==> src/rtl/uart_controller_if.sv <==
// uart_controller_if: parallel byte handshake between fabric logic and the UART.
interface uart_controller_if #(parameter int BYTE_W = 8);
  logic [BYTE_W-1:0] TX_DATA;
  logic              TX_LOAD;
  logic              TX_LOAD_OKAY;
  logic [BYTE_W-1:0] RX_DATA;
  logic              RX_DATA_READY;
  modport master (output TX_DATA, TX_LOAD, input TX_LOAD_OKAY, RX_DATA, RX_DATA_READY);
  modport slave (input TX_DATA, TX_LOAD, output TX_LOAD_OKAY, RX_DATA, RX_DATA_READY);
endinterface

==> src/rtl/uart_controller.sv <==
// uart_controller: full-duplex 8N1 UART, independent TX/RX engines sharing one baud divider.
module uart_controller #(
  parameter int SYSCLK_FREQ = 24000000,
  parameter int BAUDRATE    = 500000,
  parameter int BYTE_W      = 8
) (
  input  logic sys_clk,
  input  logic rst,
  input  logic enable,
  input  logic RX_LINE,
  output logic TX_LINE,
  uart_controller_if.slave bus
);
  localparam int DIV = SYSCLK_FREQ / BAUDRATE;
  localparam int CW  = $clog2(DIV);
  localparam int IW  = $clog2(BYTE_W + 1);
  localparam logic [CW-1:0] D = CW'(DIV - 1);
  localparam logic [CW-1:0] H = CW'(DIV / 2 - 1);
  typedef enum logic [1:0] {IDLE, START, DATA, STOP} st_e;
  st_e               tx_st_q, rx_st_q;
  logic [CW-1:0]     tx_cnt_q, rx_cnt_q;
  logic [IW-1:0]     tx_idx_q, rx_idx_q;
  logic [BYTE_W-1:0] tx_sh_q, rx_sh_q, rx_data_q;
  logic              tx_line_q, tx_ok_q, rx_rdy_q;
  logic              rx_s1_q, rx_s2_q, rx_prev_q;
  assign TX_LINE           = tx_line_q;
  assign bus.TX_LOAD_OKAY  = tx_ok_q;
  assign bus.RX_DATA       = rx_data_q;
  assign bus.RX_DATA_READY = rx_rdy_q;
  always_ff @(posedge sys_clk or posedge rst) begin
    if (rst) begin
      tx_st_q   <= IDLE;
      tx_cnt_q  <= '0;
      tx_idx_q  <= '0;
      tx_sh_q   <= '0;
      tx_line_q <= 1'b1;
      tx_ok_q   <= 1'b0;
    end else if (!enable) begin
      tx_st_q   <= IDLE;
      tx_cnt_q  <= '0;
      tx_idx_q  <= '0;
      tx_line_q <= 1'b1;
      tx_ok_q   <= 1'b0;
    end else begin
      unique case (tx_st_q)
        IDLE: begin
          tx_line_q <= 1'b1;
          tx_ok_q   <= 1'b1;
          if (tx_ok_q && bus.TX_LOAD) begin
            tx_sh_q   <= bus.TX_DATA;
            tx_st_q   <= START;
            tx_cnt_q  <= '0;
            tx_line_q <= 1'b0;
            tx_ok_q   <= 1'b0;
          end
        end
        START: begin
          tx_cnt_q <= (tx_cnt_q == D) ? '0 : tx_cnt_q + CW'(1);
          if (tx_cnt_q == D) begin
            tx_st_q   <= DATA;
            tx_idx_q  <= '0;
            tx_line_q <= tx_sh_q[0];
            tx_sh_q   <= tx_sh_q >> 1;
          end
        end
        DATA: begin
          tx_cnt_q <= (tx_cnt_q == D) ? '0 : tx_cnt_q + CW'(1);
          if (tx_cnt_q == D) begin
            tx_idx_q  <= tx_idx_q + IW'(1);
            tx_st_q   <= (tx_idx_q == IW'(BYTE_W - 1)) ? STOP : DATA;
            tx_line_q <= (tx_idx_q == IW'(BYTE_W - 1)) ? 1'b1 : tx_sh_q[0];
            tx_sh_q   <= tx_sh_q >> 1;
          end
        end
        STOP: begin
          tx_cnt_q <= (tx_cnt_q == D) ? '0 : tx_cnt_q + CW'(1);
          if (tx_cnt_q == D) begin
            tx_st_q <= IDLE;
            tx_ok_q <= 1'b1;
          end
        end
      endcase
    end
  end
  // rx_prev_q lags the synchronised line so a start needs a seen-high-then-low transition
  always_ff @(posedge sys_clk or posedge rst) begin
    if (rst) begin
      rx_s1_q   <= 1'b1;
      rx_s2_q   <= 1'b1;
      rx_prev_q <= 1'b1;
      rx_st_q   <= IDLE;
      rx_cnt_q  <= '0;
      rx_idx_q  <= '0;
      rx_sh_q   <= '0;
      rx_data_q <= '0;
      rx_rdy_q  <= 1'b0;
    end else begin
      rx_s1_q   <= RX_LINE;
      rx_s2_q   <= rx_s1_q;
      rx_prev_q <= rx_s2_q;
      rx_rdy_q  <= 1'b0;
      if (!enable) begin
        rx_st_q  <= IDLE;
        rx_cnt_q <= '0;
        rx_idx_q <= '0;
      end else begin
        unique case (rx_st_q)
          IDLE: begin
            rx_cnt_q <= '0;
            if (rx_prev_q && !rx_s2_q) rx_st_q <= START;
          end
          START: begin
            rx_cnt_q <= (rx_cnt_q == H) ? '0 : rx_cnt_q + CW'(1);
            if (rx_cnt_q == H) begin
              rx_idx_q <= '0;
              rx_st_q  <= rx_s2_q ? IDLE : DATA;
            end
          end
          DATA: begin
            rx_cnt_q <= (rx_cnt_q == D) ? '0 : rx_cnt_q + CW'(1);
            if (rx_cnt_q == D) begin
              rx_sh_q  <= {rx_s2_q, rx_sh_q[BYTE_W-1:1]};
              rx_idx_q <= rx_idx_q + IW'(1);
              if (rx_idx_q == IW'(BYTE_W - 1)) rx_st_q <= STOP;
            end
          end
          STOP: begin
            rx_cnt_q <= (rx_cnt_q == D) ? '0 : rx_cnt_q + CW'(1);
            if (rx_cnt_q == D) begin
              rx_st_q <= IDLE;
              if (rx_s2_q) begin
                rx_data_q <= rx_sh_q;
                rx_rdy_q  <= 1'b1;
              end
            end
          end
        endcase
      end
    end
  end
endmodule

==> src/flat_wrapper.sv <==
// flat-port wrapper written by rule: the top's interface ports become plain ports
module uart_controller_flat 
#(
  parameter int SYSCLK_FREQ = 24000000,
  parameter int BAUDRATE    = 500000,
  parameter int BYTE_W      = 8
)
  (sys_clk, rst, enable, RX_LINE, TX_LINE, bus_TX_DATA, bus_TX_LOAD, bus_TX_LOAD_OKAY, bus_RX_DATA, bus_RX_DATA_READY);
  uart_controller_if #(.BYTE_W(BYTE_W)) bus_i ();
  input  logic sys_clk;
  input  logic rst;
  input  logic enable;
  input  logic RX_LINE;
  output logic TX_LINE;
  input wire logic [$bits(bus_i.TX_DATA)-1:0] bus_TX_DATA;
  input wire logic [$bits(bus_i.TX_LOAD)-1:0] bus_TX_LOAD;
  output wire logic [$bits(bus_i.TX_LOAD_OKAY)-1:0] bus_TX_LOAD_OKAY;
  output wire logic [$bits(bus_i.RX_DATA)-1:0] bus_RX_DATA;
  output wire logic [$bits(bus_i.RX_DATA_READY)-1:0] bus_RX_DATA_READY;
  assign bus_i.TX_DATA = bus_TX_DATA;
  assign bus_i.TX_LOAD = bus_TX_LOAD;
  assign bus_TX_LOAD_OKAY = bus_i.TX_LOAD_OKAY;
  assign bus_RX_DATA = bus_i.RX_DATA;
  assign bus_RX_DATA_READY = bus_i.RX_DATA_READY;
  uart_controller #(.SYSCLK_FREQ(SYSCLK_FREQ), .BAUDRATE(BAUDRATE), .BYTE_W(BYTE_W)) u_core (.sys_clk(sys_clk), .rst(rst), .enable(enable), .RX_LINE(RX_LINE), .TX_LINE(TX_LINE), .bus(bus_i));
endmodule
==> config.mk <==
export PLATFORM = sky130hd
export DESIGN_NAME = uart_controller_flat
export DESIGN_NICKNAME = d
export VERILOG_FILES = /design/src/rtl/uart_controller_if.sv /design/src/rtl/uart_controller.sv /design/src/flat_wrapper.sv
export SDC_FILE = /design/constraint.sdc
export NUM_CORES = 1
export LEC_CHECK = 0
export CORE_MARGIN = 5
export CORE_UTILIZATION = 40
export DETAILED_ROUTE_END_ITERATION = 12
export GPL_TIMING_DRIVEN = 0
export HOLD_SLACK_MARGIN = 0.02
export PLACE_DENSITY = 0.57
export SETUP_SLACK_MARGIN = 0.1
export SYNTH_ARGS = -nofsm -noshare
export SYNTH_HDL_FRONTEND = slang
export SYNTH_SLANG_ARGS = --single-unit
==> constraint.sdc <==
create_clock -name sys_clk -period 4.12 [get_ports sys_clk]
set_input_delay 0.824 -clock sys_clk [delete_from_list [all_inputs] [get_ports sys_clk]]
set_output_delay 0.824 -clock sys_clk [all_outputs]
set_load 0.005 [all_outputs]
==> metrics.yaml, run 1 <==
routing:
  ant_nets: 0
  wirelength_um: 4880
  wl_per_cell_um: 14.2
  avgViaCountPerCell: 5.20
  dr.first_iter.drc_count: 53
  dr.pass1.iters: 5
  num_vias: 1783
  drcViolationCount: 0
timing:
  hold_viol: 0
  max_freq_mhz: 462
  timing.setup.tns_ns: 0
  worst_slew_pin_slew_ns: 0.580
  maxSlewHeadroom: 0.609
  setup_slack_ns: 1.96
  post-route-period-util: 0.525
  rsz0062_at_grt: "no"
  min_period_ns: 2.16
  skew_ns: 0.0135
  worst_hold_slack_ns: 0.361
  setup_viol: 0
  drv_slew: 0
final_layout:
  area_growth_pct: 16.4
  diodes: 0
  drive_gt1_frac: 0.240
  final_util: 0.471
  nets: 285
clock_network:
  path_clk_slew_ns: 0.10
  htreeDepth: 2
  worst_skew_pair.late_latency_ns: 0.31
  cts.path.max_buffers: 2
  cts_root_buf: "clkbuf_8"
  cts_setup_buffers: 0
  cts_num_sinks: 54
  cts_hold_buf: 0
  cts_resized: 0
  cts_tree: "yes"
  cts_made_buffers: 5
floorplan:
  ios: 24
  num_rows: 30
  die_area_sq_mm: 0.00850
  core_sq_mm: 0.00668
  die_y_um: 92.2
  die_width_um: 92.2
  initial_core_util: 0.404
critical_path:
  reg2regPathDepth: 5
  critical_path_class: "register to output port"
  start_kind: "register"
  cp.required_ns: 3.30
  cp_cell_sequence: "clkdlybuf4s50_1"
  cpMaxStageDelayCell: "dfstp_2"
  cp_num_cells: 1
  end_kind: "output port"
  path_delay_family: "flip-flops"
  critPathBufInv: 1
  worstReg2RegStart: "u_core.tx_st_q[0]$_DFFE_PP0P_"
  cp_data_arrival_time_ns: 1.34
  cp-startpoint: "u_core.TX_LINE$_DFFE_PP1P_"
  worst_path_largest_cell_delay_ns: 0.54
  crit_fanout: 2
placement:
  place_ws_ns: 1.62
  portBuffers: 23
  place.gp.congestion: 0.808
  dpl.hpwl_um: 3460
logic_synthesis:
  yosys_warnings: 0
  ys_types: 52
  synth_area_sq_mm: 0.00270
  synthesis.instances: 231
  yosysMostFrequentCell: "dfrtp_1"
  synth-edff-count: 0
  yosysTopAreaCellShare: 0.463
  synth_area_leaders: "dfrtp_1 46%, mux2_2 9.6%, mux2_4 5.0%"
  avgSynthCellArea_sq_um: 11.7
  synth-main-ff-cell: "dfrtp_1"
  synth_commonest_cells: "50 x dfrtp_1, 23 x mux2_2, 17 x nor2_1, 14 x a21oi_1, 12 x nand2_1"
  yosysSeqAreaShare: 0.502
  syn_nets: 254
  ys_ff_latch: 54
  async_reset_ff_frac: 1.00
  synth_largest_area_cell: "dfrtp_1"
hold_path:
  min_path_cells: 0
  hp-class: "register to register"
  hold_start: "u_core.rx_s1_q$_DFF_PP1_"
global_route:
  use_met3: 0.0287
  grt_pass1_wl_um: 8620
  grt_usage: 0.124
  grt_max_degree: 36
  grt_pass1_vias: 1818
  overflow: 0
  gr-usage-met1: 0.158
  gr-max-usage-layer: "met2"
  grt.met2_usage: 0.217
  antenna_found_initial: 0
power_and_ir_drop:
  cellPowerDensity_mw_per_mm2: 451
  leakagePower_nw: 1.35
  ir_drop_uv: 263
outcome:
  status: "complete, no violations"
run:
  cap_violations: 0
[flip-flops by register name, indices dropped and copies added, names as in the netlist]
register / cells
u_core.rx_st_q: 2
u_core.rx_s2_q: 1
u_core.bus.TX_LOAD_OKAY: 1
u_core.bus.RX_DATA_READY: 1
u_core.tx_sh_q: 8
u_core.tx_cnt_q: 6
u_core.TX_LINE: 1
u_core.rx_s1_q: 1
u_core.rx_sh_q: 8
u_core.tx_st_q: 2
u_core.rx_idx_q: 4
u_core.tx_idx_q: 4
u_core.bus.RX_DATA: 8
u_core.rx_cnt_q: 6
u_core.rx_prev_q: 1
[path summary, 6_finish.rpt]
| check | slack (ns) | end |
|---|---|---|
| worst min register to register | 0.36 | u_core.rx_s2_q$_DFF_PP1_ |
| max in group asynchronous | 2.67 | u_core.rx_s2_q$_DFF_PP1_ |
| worst min-delay path | 0.36 | u_core.rx_s2_q$_DFF_PP1_ |
| worst max register to register | 2.06 | u_core.tx_sh_q[5]$_DFFE_PP0P_ |
| worst max-delay path | 1.96 | TX_LINE |
| min in group asynchronous | 0.84 | u_core.tx_cnt_q[3]$_DFFE_PP0P_ |
[routing by layer]
layer	vias up	share of wire
li1	881	-
met1	880	0.47
met2	20	0.49
met3	2	0.029
met4	0	0.0043
met5	-	0
[per-stage QoR]
step	instances	area (sq um)	power, mW
2_1_floorplan	231	2700	1.00
6_report	343	3150	1.42
3_3_place_gp	334	3030	1.12
4_1_cts	343	3150	1.44
3_5_place_dp	335	3050	1.13
5_1_grt	343	3150	1.52
[report_power, final]
| group | internal (mW) | total [mW] | switching (mW) |
|---|---|---|---|
| sequential | 0.598 | 0.638 | 0.0407 |
| clock | 0.122 | 0.306 | 0.184 |
| combinational | 0.224 | 0.474 | 0.250 |
| total | 0.944 | 1.42 | 0.475 |
[worst register-to-register path, stage by stage (launching register included)]
cell and delay (ns):
dfrtp_1 0.42, inv_1 0.12, ha_1 0.34, clkbuf_1 0.41, mux2_2 0.40, mux2_2 0.26
[cell usage in the layout, fill, tap and decap left out, types with 3 or more instances in the layout]
cell             count
dfrtp_1             50
mux2_2              23
clkdlybuf4s50_1     23
nor2_1              17
a21oi_1             14
nand2_1             12
nand3_1             11
ha_1                10
mux2_4               9
o21ai_0              9
xnor2_1              7
inv_1                6
nor2b_1              5
clkbuf_8             5
dfstp_2              4
buf_2                3
and3_1               3
nand2b_1             3
nor3_1               3
[cell families after synthesis]
family,share of synthesized area
XOR/XNOR,0.0227
AO/OA/AOI/OAI,0.0958
buffers and inverters,0.0310
adder cells (fa/ha/maj),0.0463
multiplexers,0.153
AND/OR/NAND/NOR,0.149
flip-flops,0.502
[layout make-up]
class,count,area (sq um)
fill,663,3540
sequential,54,1360
multi-input combinational,162,1260
timing repair buffer,24,250
tap,80,100
clock buffer,5,68.8
buffer,7,53.8
inverter,8,30.0
clock inverter,3,23.8
Power figures use the tool's default switching activity.
==> run 2: changes to the inputs <==
==> constraint.sdc (replaced) <==
create_clock -name sys_clk -period 2.01 [get_ports sys_clk]
set_input_delay 0.402 -clock sys_clk [delete_from_list [all_inputs] [get_ports sys_clk]]
set_output_delay 0.402 -clock sys_clk [all_outputs]
set_load 0.005 [all_outputs]
==> run 2 against run 1 <==
Via count is 0.73% higher. Largest power group unchanged. Combinational power is 130% higher. Clock-buffer cell count did not move. First-iteration DRC count down 11%. Die area stayed put. Setup slack worse by 1.7 ns. Register-to-register slack got worse by 1.8 ns. Flip-flop and latch count unchanged.
==> metrics.yaml, run 2 (synthesis results as in run 1) <==
clock_network:
  cts.path.max_buffers: 2  # unchanged
  cts_tree: "yes"  # unchanged
  htreeDepth: 2  # unchanged
  cts_num_sinks: 54  # unchanged
  cts_root_buf: "clkbuf_8"  # unchanged
  worst_skew_pair.late_latency_ns: 0.31  # about the same
  path_clk_slew_ns: 0.10  # about the same
  cts_made_buffers: 5  # unchanged
floorplan:
  die_y_um: 92.2  # unchanged
  die_width_um: 92.2  # unchanged
  ios: 24  # unchanged
  die_area_sq_mm: 0.00850  # unchanged
  num_rows: 30  # unchanged
  core_sq_mm: 0.00668  # unchanged
  initial_core_util: 0.404  # unchanged
global_route:
  grt_pass1_vias: 1818  # unchanged
  grt_pass1_wl_um: 8620  # unchanged
  grt_usage: 0.124  # unchanged
  antenna_found_initial: 0  # unchanged
  grt_max_degree: 36  # unchanged
  overflow: 0  # unchanged
power_and_ir_drop:
  leakagePower_nw: 1.37  # was 1.35 nW
  cellPowerDensity_mw_per_mm2: 947  # was 451 mW/mm^2
  ir_drop_uv: 565  # was 263 uV
  finalPower_mw: 3.01  # was 1.42 mW
timing:
  rsz0062_at_grt: "no"  # unchanged
  min_period_ns: 1.77
  worst_hold_slack_ns: 0.361  # unchanged
  timing.setup.tns_ns: 0  # unchanged
  skew_ns: 0.0147  # was 0.0135 ns
  max_freq_mhz: 565
  drv_slew: 0  # unchanged
  setup_viol: 0  # unchanged
  post-route-period-util: 0.880
  hold_viol: 0  # unchanged
  worst_slew_pin_slew_ns: 0.580  # about the same
  maxSlewHeadroom: 0.609  # unchanged
critical_path:
  crit_fanout: 10  # was 2
  cp_data_arrival_time_ns: 1.96  # was 1.34 ns
  cp.required_ns: 2.20  # was 3.30 ns
  end_kind: "register"  # was output port
  critical_path_class: "register to register"  # was register to output port
  start_kind: "register"  # unchanged
final_layout:
  nets: 288  # was 285
  stdcell_area_sq_mm: 0.00318  # was 0.00315 sq mm
  area_growth_pct: 17.8  # was 16.4%
  layout_common_cells: "49 x dfrtp_1, 23 x mux2_2, 23 x clkdlybuf4s50_1, 17 x nor2_1, 14 x a21oi_1"  # was 50 x dfrtp_1, 23 x mux2_2, 23 x clkdlybuf4s50_1, 17 x nor2_1, 14 x a21oi_1
  instances_no_fill: 346  # was 343
  drive_gt1_frac: 0.256  # was 0.240
  diodes: 0  # unchanged
  final_common_cell: "dfrtp_1"  # unchanged
placement:
  portBuffers: 23  # unchanged
  dp.cells: 335  # unchanged
  place_area_sq_mm: 0.00305  # unchanged
  place.gp.congestion: 0.808  # unchanged
  dpl.hpwl_um: 3460  # unchanged
routing:
  dr.pass1.iters: 6  # was 5
  drcViolationCount: 0  # unchanged
  wirelength_um: 4890  # was 4880 um
  ant_nets: 0  # unchanged
  dr.first_iter.drc_count: 47  # was 53
  wl_per_cell_um: 14.1  # was 14.2 um
  num_vias: 1796  # was 1783
  avgViaCountPerCell: 5.19  # was 5.20
outcome:
  status: "complete, no violations"  # unchanged
hold_path:
  hp-class: "register to register"  # unchanged
run:
  cap_violations: 0  # unchanged
==> run 2: critical path, cell delays in order (launching register included) <==
cell	delay (ns)
dfrtp_1	0.39
inv_1	0.10
ha_1	0.33
clkbuf_4	0.22
mux2_2	0.35
mux2_2	0.26
==> run 2: timing repair <==
action,4_1_cts,5_1_grt
setup buffers,0,3
setup endpoints to repair,6,15
gates resized for setup,1,5
hold buffers,0,0
==> run 2: final timing paths <==
check | from | end | cells past startpoint | slack [ns]
max | u_core.tx_st_q[0]$_DFFE_PP0P_ | u_core.tx_sh_q[5]$_DFFE_PP0P_ | 5 | 0.24
min | u_core.rx_s1_q$_DFF_PP1_ | u_core.rx_s2_q$_DFF_PP1_ | 0 | 0.36
max reg2reg | u_core.tx_st_q[0]$_DFFE_PP0P_ | u_core.tx_sh_q[5]$_DFFE_PP0P_ | 5 | 0.24
min reg2reg | u_core.rx_s1_q$_DFF_PP1_ | u_core.rx_s2_q$_DFF_PP1_ | 0 | 0.36
max in group asynchronous | rst | u_core.rx_s2_q$_DFF_PP1_ | 3 | 0.98
min in group asynchronous | rst | u_core.tx_cnt_q[3]$_DFFE_PP0P_ | 2 | 0.41
==> run 2: routing by layer <==
| metal | global-route usage | routed length (um) |
|---|---|---|
| met1 | 0.158 | 2330 |
| met2 | 0.217 | 2400 |
| met3 | 0.0287 | 138 |
| met4 | 0.0223 | 21 |
| met5 | 0 | 0 |
==> run 2: power breakdown <==
part / switching, mW / internal (mW) / leakage [nW]
Combinational: 0.530 / 0.546 / 0.611
Sequential: 0.0824 / 1.23 / 0.719
Clock: 0.378 / 0.250 / 0.0408
Total: 0.991 / 2.02 / 1.37
==> run 2: cell type report <==
class,instances,area [sq um]
Inverter,8,30.0
Fill cell,657,3500
Multi-Input combinational cell,162,1270
Clock buffer,5,68.8
Sequential cell,54,1360
Timing Repair Buffer,27,273
Buffer,7,60.1
Tap cell,80,100
Clock inverter,3,23.8
==> run 2: through the flow <==
step                worst slack [ns]   util
floorplan                      0.209      -
global placement              -0.836  0.454
detailed placement           -0.0723  0.457
CTS                            0.102  0.471
global route                   0.124  0.476
finish                         0.240  0.476
